## config.mk

```make
export PLATFORM = sky130hd
export DESIGN_NAME = sum_sqrt_seq
export DESIGN_NICKNAME = d
export VERILOG_FILES = /design/src/rtl/sum_sqrt_seq.sv
export SDC_FILE = /design/constraint.sdc
export NUM_CORES = 1
export LEC_CHECK = 0
export ABC_AREA = 1
export ABC_CLOCK_PERIOD_IN_PS = 2200
export BUFFER_PORTS_ARGS = -buffer_cell sky130_fd_sc_hd__buf_4
export CAP_MARGIN = 5
export CORE_UTILIZATION = 45
export DETAILED_ROUTE_END_ITERATION = 10
export PLACE_DENSITY = 0.64
export SLEW_MARGIN = 40
export SYNTH_ARGS = -nofsm -noshare
export SYNTH_HDL_FRONTEND = slang
export SYNTH_SLANG_ARGS = --single-unit
```

## constraint.sdc

```tcl
create_clock -name clk -period 2.2 [get_ports clk]
set_input_delay 0.22 -clock clk [delete_from_list [all_inputs] [get_ports clk]]
set_output_delay 0.22 -clock clk [all_outputs]
set_load 0.05 [all_outputs]
```

## src/rtl/sum_sqrt_seq.sv

```systemverilog
// Purpose: sequential floor(sqrt(a)) using the shift-subtract method, one root bit per clock.
// Latency: done pulses OUT_W edges after the accepting edge; one new operation every OUT_W+1 cycles.
// Backpressure: start is only honoured while idle; start raised during busy is dropped.
module sum_sqrt_seq #(
    parameter int IN_W  = 9,
    parameter int OUT_W = (IN_W + 1) / 2
) (
    input  logic             clk,
    input  logic             rst,
    input  logic             start,
    input  logic [IN_W-1:0]  a,
    output logic             busy,
    output logic             done,
    output logic [OUT_W-1:0] res
);

    // x, y and m are twice the root width so neither the mask nor the
    // partial root can overflow during the first iteration.
    localparam int R_W   = 2 * OUT_W;
    localparam int CNT_W = $clog2(OUT_W + 1);

    localparam logic [0:0] IDLE = 1'b0;
    localparam logic [0:0] WORK = 1'b1;

    logic [0:0]       state;
    logic [R_W-1:0]   x;
    logic [R_W-1:0]   y;
    logic [R_W-1:0]   m;
    logic [CNT_W-1:0] cnt;

    logic [R_W-1:0]   b;
    logic [R_W-1:0]   y_sh;
    logic             take;
    logic [R_W-1:0]   x_nxt;
    logic [R_W-1:0]   y_nxt;

    // One iteration of the digit-by-digit root: try to subtract (y|m) from the remainder.
    always_comb begin
        b     = y | m;
        y_sh  = y >> 1;
        take  = (x >= b);
        x_nxt = x;
        y_nxt = y_sh;
        if (take) begin
            x_nxt = x - b;
            y_nxt = y_sh | m;
        end
    end

    assign busy = (state == WORK);

    // Control and datapath registers; reset wins over everything, including start.
    always_ff @(posedge clk) begin
        if (rst) begin
            state <= IDLE;
            done  <= 1'b0;
            res   <= '0;
            x     <= '0;
            y     <= '0;
            m     <= '0;
            cnt   <= '0;
        end else begin
            done <= 1'b0;
            case (state)
                IDLE: begin
                    if (start) begin
                        x     <= R_W'(a);
                        y     <= '0;
                        m     <= R_W'(1) << (R_W - 2);
                        cnt   <= CNT_W'(OUT_W);
                        state <= WORK;
                    end
                end
                WORK: begin
                    x   <= x_nxt;
                    y   <= y_nxt;
                    m   <= m >> 2;
                    cnt <= cnt - CNT_W'(1);
                    if (cnt == CNT_W'(1)) begin
                        res   <= y_nxt[OUT_W-1:0];
                        done  <= 1'b1;
                        state <= IDLE;
                    end
                end
                default: state <= IDLE;
            endcase
        end
    end

endmodule

```

==> results of run 1 <==
[cells in the mapped netlist (all sizes together)]
cell type,number
fa,1
a22oi,1
nand4,2
or2,2
inv,39
nand2,103
nor3,3
nand3b,7
clkbuf,6
o21ai,10
buf,4
a31oi,3
a21oi,22
nand3,18
xor2,4
dfxtp,34
nor2,38
ha,11
[kinds of logic after synthesis]
group | Yosys count | share of synthesized area, %
flops | 34 | 33.6
simple gates | 173 | 37.6
compound gates | 36 | 9.21
fa+ha+maj | 12 | 7.79
xor+xnor | 4 | 1.73
buf+inv | 49 | 10.0
[power breakdown]
part | switching, W | internal (W) | total [W] | leakage [nW]
Sequential | 0.0000370 | 0.000665 | 0.000702 | 0.278
Clock | 0.000236 | 0.000483 | 0.000720 | 0.0714
Combinational | 0.000511 | 0.000303 | 0.000814 | 0.826
[registers in the layout, indices dropped and copies added, names as in the netlist]
register / cells
busy: 1
m: 5
done: 1
cnt: 3
res: 5
x: 10
y: 9
[worst min path at each step]
stage | from | slack [ns] | cells past startpoint | endpoint
2_1_floorplan | start | 0.38 | 2 | m[8]$_SDFFE_PP0P_
3_3_place_gp | y[3]$_SDFFE_PP0P_ | 0.45 | 2 | y[3]$_SDFFE_PP0P_
3_5_place_dp | y[5]$_SDFFE_PP0P_ | 0.46 | 2 | y[5]$_SDFFE_PP0P_
4_1_cts | start | 0.21 | 3 | m[8]$_SDFFE_PP0P_
5_1_grt | start | 0.22 | 3 | m[8]$_SDFFE_PP0P_
6_report | start | 0.21 | 3 | m[8]$_SDFFE_PP0P_
[timing repair]
| item | CTS | global route |
|---|---|---|
| hold buffers | 0 | 0 |
| setup buffers | 0 | 0 |
| endpoints found under the setup margin | 0 | 17 |
| resized for setup | 0 | 8 |
[stage by stage]
stage	setup TNS (ns)	area, sq um	cells
after floorplan	0	2020	308
after global placement	0	2220	375
after detailed placement	0	2220	375
after CTS	0	2360	383
after global routing	-0.0144	2380	383
final	0	2380	383
[layer usage]
metal / GRT usage (%) / part of all wire (%) / wire length, microns / vias to the layer above
li1: - / - / - / 1003
met1: 29.1 / 48 / 2360 / 899
met2: 34.4 / 47 / 2330 / 35
met3: 4.24 / 3.7 / 184 / 6
met4: 7.03 / 1.1 / 55 / 0
met5: 0 / 0 / 0 / -
[critical path: cells and delay by family, from the launching register on]
| family | cells | cell delay [ns] |
|---|---|---|
| compound gates | 1 | 0.12 |
| fa+ha+maj | 2 | 0.54 |
| buf+inv | 2 | 0.20 |
| flops | 1 | 0.33 |
| simple gates | 8 | 0.83 |
[layout make-up]
cell class / count / area (sq um)
fillers: 449 / 1940
multi-input cells: 225 / 1160
flip-flops and latches: 34 / 681
repair buffers: 25 / 191
inverters: 39 / 146
clock buffers: 6 / 82.6
well taps: 52 / 65.1
clock inverters: 2 / 60.1
==> impl_metrics.yaml, run 1 <==
outcome:
  status: "completed"
setup_path:
  r2r_cells: 13
  crit_arrival_ns: 2.30
  crit_top_cell: "nand2_1"
  max_stage_delay_ns: 0.35
  cpMaxStageDelayCell: "fa_2"
  crit_path_start: "m[0]$_SDFFE_PP0P_"
  endpoint_kind: "flop"
  cp-endpoint: "y[2]$_SDFFE_PP0P_"
  timing.rr.start: "m[0]$_SDFFE_PP0P_"
  crit_required_ns: 2.42
  critPathKind: "flop to flop"
  crit_chain: "or2_2 > ha_2 > fa_2 > inv_2 > nand2_1 > nand3_2 > nand2_2 > nand2_4 > buf_4 > nand2_1 > nand2_1 > nand2_1 > a21oi_2"
  path_max_fanout: 4
  r2r_slack_ns: 0.12
  start_kind: "flop"
  timing.rr.end: "y[2]$_SDFFE_PP0P_"
logic_synthesis:
  syn-cell-area_sq_um: 2020
  syn_inst: 308
  ys_types: 24
  syn_area_per_cell_sq_um: 6.57
  synthTopCellsByArea: "dfxtp_1 34%, nand2_1 18%, inv_1 7.2%, ha_1 6.8%, nor2_1 6.1%"
  synth_nets: 332
  yosysSeqAreaShare_pct: 33.6
  yosys_warnings: 0
  yosysTopAreaCell: "dfxtp_1"
  synth_top_area_share_pct: 33.6
  ys_ff_latch: 34
final_layout:
  synthToLayoutAreaGrowth_pct: 17.7
  diodes: 0
  layout_common_cells: "98 x nand2_1, 37 x inv_1, 34 x dfxtp_1, 33 x nor2_1, 24 x buf_4"
  final_common_cell: "nand2_1"
  nets: 354
  drive_gt1_share_pct: 16.6
  utilization_pct: 55.1
cts:
  clk_latency_ns: 0.29
  htreeDepth: 2
  root_buffer: "clkbuf_8"
  cts_buffers: 5
  tritoncts: "built"
  clock-sinks: 34
  clkTransAtPathRegs_ns: 0.08
  clockBufferDepth: 2
sta:
  setup_viol: 0
  worst_clock_skew_ns: 0.00631
  fin_hold_ws_ns: 0.211
  final.min_clock_period_ns: 2.08
  max_slew_margin_pct: 66.6
  fin_crit_sh_pct: 94.7
  drv_slew: 0
  final_hold_viol_count: 0
  timing.final.ws_setup_ns: 0.116
  worstMarginPinSlew_ns: 0.500
  fmax_mhz: 480
power_and_ir_drop:
  finalPower_w: 0.00224
  irDropWorstVdd_mv: 0.459
  power_density_nw_per_um2: 938
  leakage_nw: 1.17
place:
  gp_congestion: 0.843
  dpl_worst_slack_ns: 0.0201
  port_buffers: 18
  dp_hpwl_mm: 3.56
routing:
  dr.pass1.iters: 4
  final_antenna_net_count: 0
  drcViolationCount: 0
  vias: 1943
  routed_wl_mm: 4.93
  avgViaCountPerCell: 5.07
  routedWlPerCell_microns: 12.9
  drt-initial-drc-count: 123
floorplanning:
  ios: 19
  fp.dieW_microns: 69.1
  initial_core_util_pct: 46.8
  die_h_microns: 69.1
  placementRows: 24
  dieArea_sq_um: 4770
  coreArea_sq_um: 4320
job:
  maxCapViolations: 0
global_route:
  antenna_found_initial: 0
  grt_first_pass_wirelength_mm: 8.29
  grtUsageTotal_pct: 21.5
  grt_pass1_vias: 1834
  grt_max_degree: 21
  grt-ovfl-total: 0
hold_path:
  hp-class: "input port to flop"
Note: power is estimated with default switching activity, not from simulation.
==> run 2, diff against run 1 <==
--- a/config.mk
+++ b/config.mk
@@ -6,11 +6,13 @@
 export NUM_CORES = 1
 export LEC_CHECK = 0
 export ABC_AREA = 1
-export ABC_CLOCK_PERIOD_IN_PS = 2200
+export ABC_CLOCK_PERIOD_IN_PS = 2600
 export BUFFER_PORTS_ARGS = -buffer_cell sky130_fd_sc_hd__buf_4
 export CAP_MARGIN = 5
 export CORE_UTILIZATION = 45
+export CTS_BUF_LIST = sky130_fd_sc_hd__clkbuf_8
 export DETAILED_ROUTE_END_ITERATION = 10
+export HOLD_SLACK_MARGIN = 0.03
 export PLACE_DENSITY = 0.64
 export SLEW_MARGIN = 40
 export SYNTH_ARGS = -nofsm -noshare
==> constraint.sdc (replaced) <==
create_clock -name clk -period 2.6 [get_ports clk]
set_input_delay 0.26 -clock clk [delete_from_list [all_inputs] [get_ports clk]]
set_output_delay 0.26 -clock clk [all_outputs]
set_load 0.05 [all_outputs]
==> run 2 against run 1 <==
Worst hold slack better by 0.043 ns. Critical path depth unchanged. Core utilization down 2.9 points. Routed wire length fell by 4.1%. Total power down 29%. Clock skew fell by 0.00089 ns. Sequential power shrank 15%. Final cell count is 1.6% lower. Via count is 4.0% lower. Die area stayed put. Sequential cell count unchanged.
==> impl_metrics.yaml, run 2 (same netlist as run 1, synthesis figures left out) <==
final_layout:
  largest-register: "x"
  fillers: 464
  largest_reg_flops: 10
  synthToLayoutAreaGrowth_pct: 11.6
  drive_gt1_share_pct: 12.3
  final_common_cell: "nand2_1"
  diodes: 0
  reg.largest.list: "x (10), y (9)"
  nets: 349
  layout_common_cells: "99 x nand2_1, 41 x inv_1, 34 x dfxtp_1, 33 x nor2_1, 22 x a21oi_1"
setup_path:
  start_kind: "flop"
  cpMaxStageDelayCell: "fa_1"
  max_stage_delay_ns: 0.40
  crit_arrival_ns: 2.49
  path_max_fanout: 11
  r2r_cells: 13
  critPathKind: "flop to flop"
  crit_chain: "or2_2 > ha_1 > fa_1 > inv_1 > nand2_1 > nand3_1 > nand2_2 > nand2_4 > nand2_4 > nand2_1 > inv_1 > nor2_1 > nor2_1"
  endpoint_kind: "flop"
  crit_required_ns: 2.78
cts:
  root_buffer: "clkbuf_8"
  htreeDepth: 2
  cts.hold.buffers_added: 0
  clkTransAtPathRegs_ns: 0.07
  tritoncts: "built"
  cts-resized-gates: 0
  cts_setup_buffers: 0
  clk_latency_ns: 0.28
  cts_buffers: 5
  clockBufferDepth: 2
  clock-sinks: 34
floorplanning:
  coreArea_sq_um: 4320
  ios: 19
  initial_core_util_pct: 46.8
  dieArea_sq_um: 4770
  die_h_microns: 69.1
  fp.dieW_microns: 69.1
  placementRows: 24
hold_path:
  hold_depth: 3
  hp-class: "input port to flop"
routing:
  drcViolationCount: 0
  dr.pass1.iters: 4
  avgViaCountPerCell: 4.95
  routedWlPerCell_microns: 12.5
  routed_wl_mm: 4.73
  drt-initial-drc-count: 132
  final_antenna_net_count: 0
  vias: 1865
power_and_ir_drop:
  irDropWorstVdd_mv: 0.378
  leakage_nw: 1.13
  finalPower_w: 0.00159
  power_density_nw_per_um2: 704
sta:
  fin_crit_sh_pct: 88.8
  fmax_mhz: 433
  fin_setup_tns_ns: 0
  worst_clock_skew_ns: 0.00543
  max_slew_margin_pct: 66.0
  setup_viol: 0
  final.min_clock_period_ns: 2.31
  rsz0062_at_grt: "false"
  drv_slew: 0
  final_hold_viol_count: 0
  fin_hold_ws_ns: 0.254
  worstMarginPinSlew_ns: 0.510
place:
  gp_congestion: 0.914
  port_buffers: 18
  dp_hpwl_mm: 3.56
job:
  maxCapViolations: 0
outcome:
  status: "completed"
global_route:
  grt_first_pass_wirelength_mm: 8.31
  antenna_found_initial: 0
  grt-ovfl-total: 0
  grt_max_degree: 21
  grt_pass1_vias: 1829
  grtUsageTotal_pct: 22.0
-- run 2: metal layers --
metal | wire (microns) | up-vias | GRT usage, %
met5 | 0 | - | 0
met4 | 96 | 0 | 9.07
met3 | 189 | 8 | 4.68
met2 | 2160 | 29 | 36.2
met1 | 2280 | 836 | 27.9
li1 | - | 992 | -
-- run 2: final cells by class --
cell class	instances	area [sq um]	share of cell area, %
Timing Repair Buffer	20	150	6.64
Clock buffer	5	68.8	3.05
Multi-Input combinational cell	225	1140	50.5
Inverter	39	146	6.48
Clock inverter	2	7.51	0.332
Sequential cell	34	681	30.1
Tap cell	52	65.1	2.88
-- run 2: power breakdown --
group / switching, W / internal [W]
combinational: 0.000406 / 0.000229
sequential: 0.0000350 / 0.000563
clock: 0.000182 / 0.000176
-- run 2: worst max-delay path: cells and delay by family, from the launching register on --
family | cells | cell delay [ns]
fa+ha+maj | 2 | 0.62
buf+inv | 2 | 0.22
flops | 1 | 0.32
simple gates | 9 | 1.03
-- run 2: per-stage QoR --
stage	setup slack, ns	std cells	util, %	instance area [sq um]
after detailed placement	0.314	370	50.5	2180
after CTS	0.308	377	52.3	2260
final	0.291	377	52.3	2260
after global routing	0.155	377	52.3	2260
after floorplan	0.597	308	-	2020
after global placement	0.382	370	50.5	2180
-- run 2: worst paths after layout --
| check | startpoint | end | slack [ns] |
|---|---|---|---|
| worst max register to register | m[0]$_SDFFE_PP0P_ | x[7]$_SDFFE_PP0P_ | 0.29 |
| worst min register to register | y[0]$_SDFFE_PP0P_ | y[0]$_SDFFE_PP0P_ | 0.46 |
| worst max-delay path | m[0]$_SDFFE_PP0P_ | x[7]$_SDFFE_PP0P_ | 0.29 |
| worst min-delay path | start | m[8]$_SDFFE_PP0P_ | 0.25 |
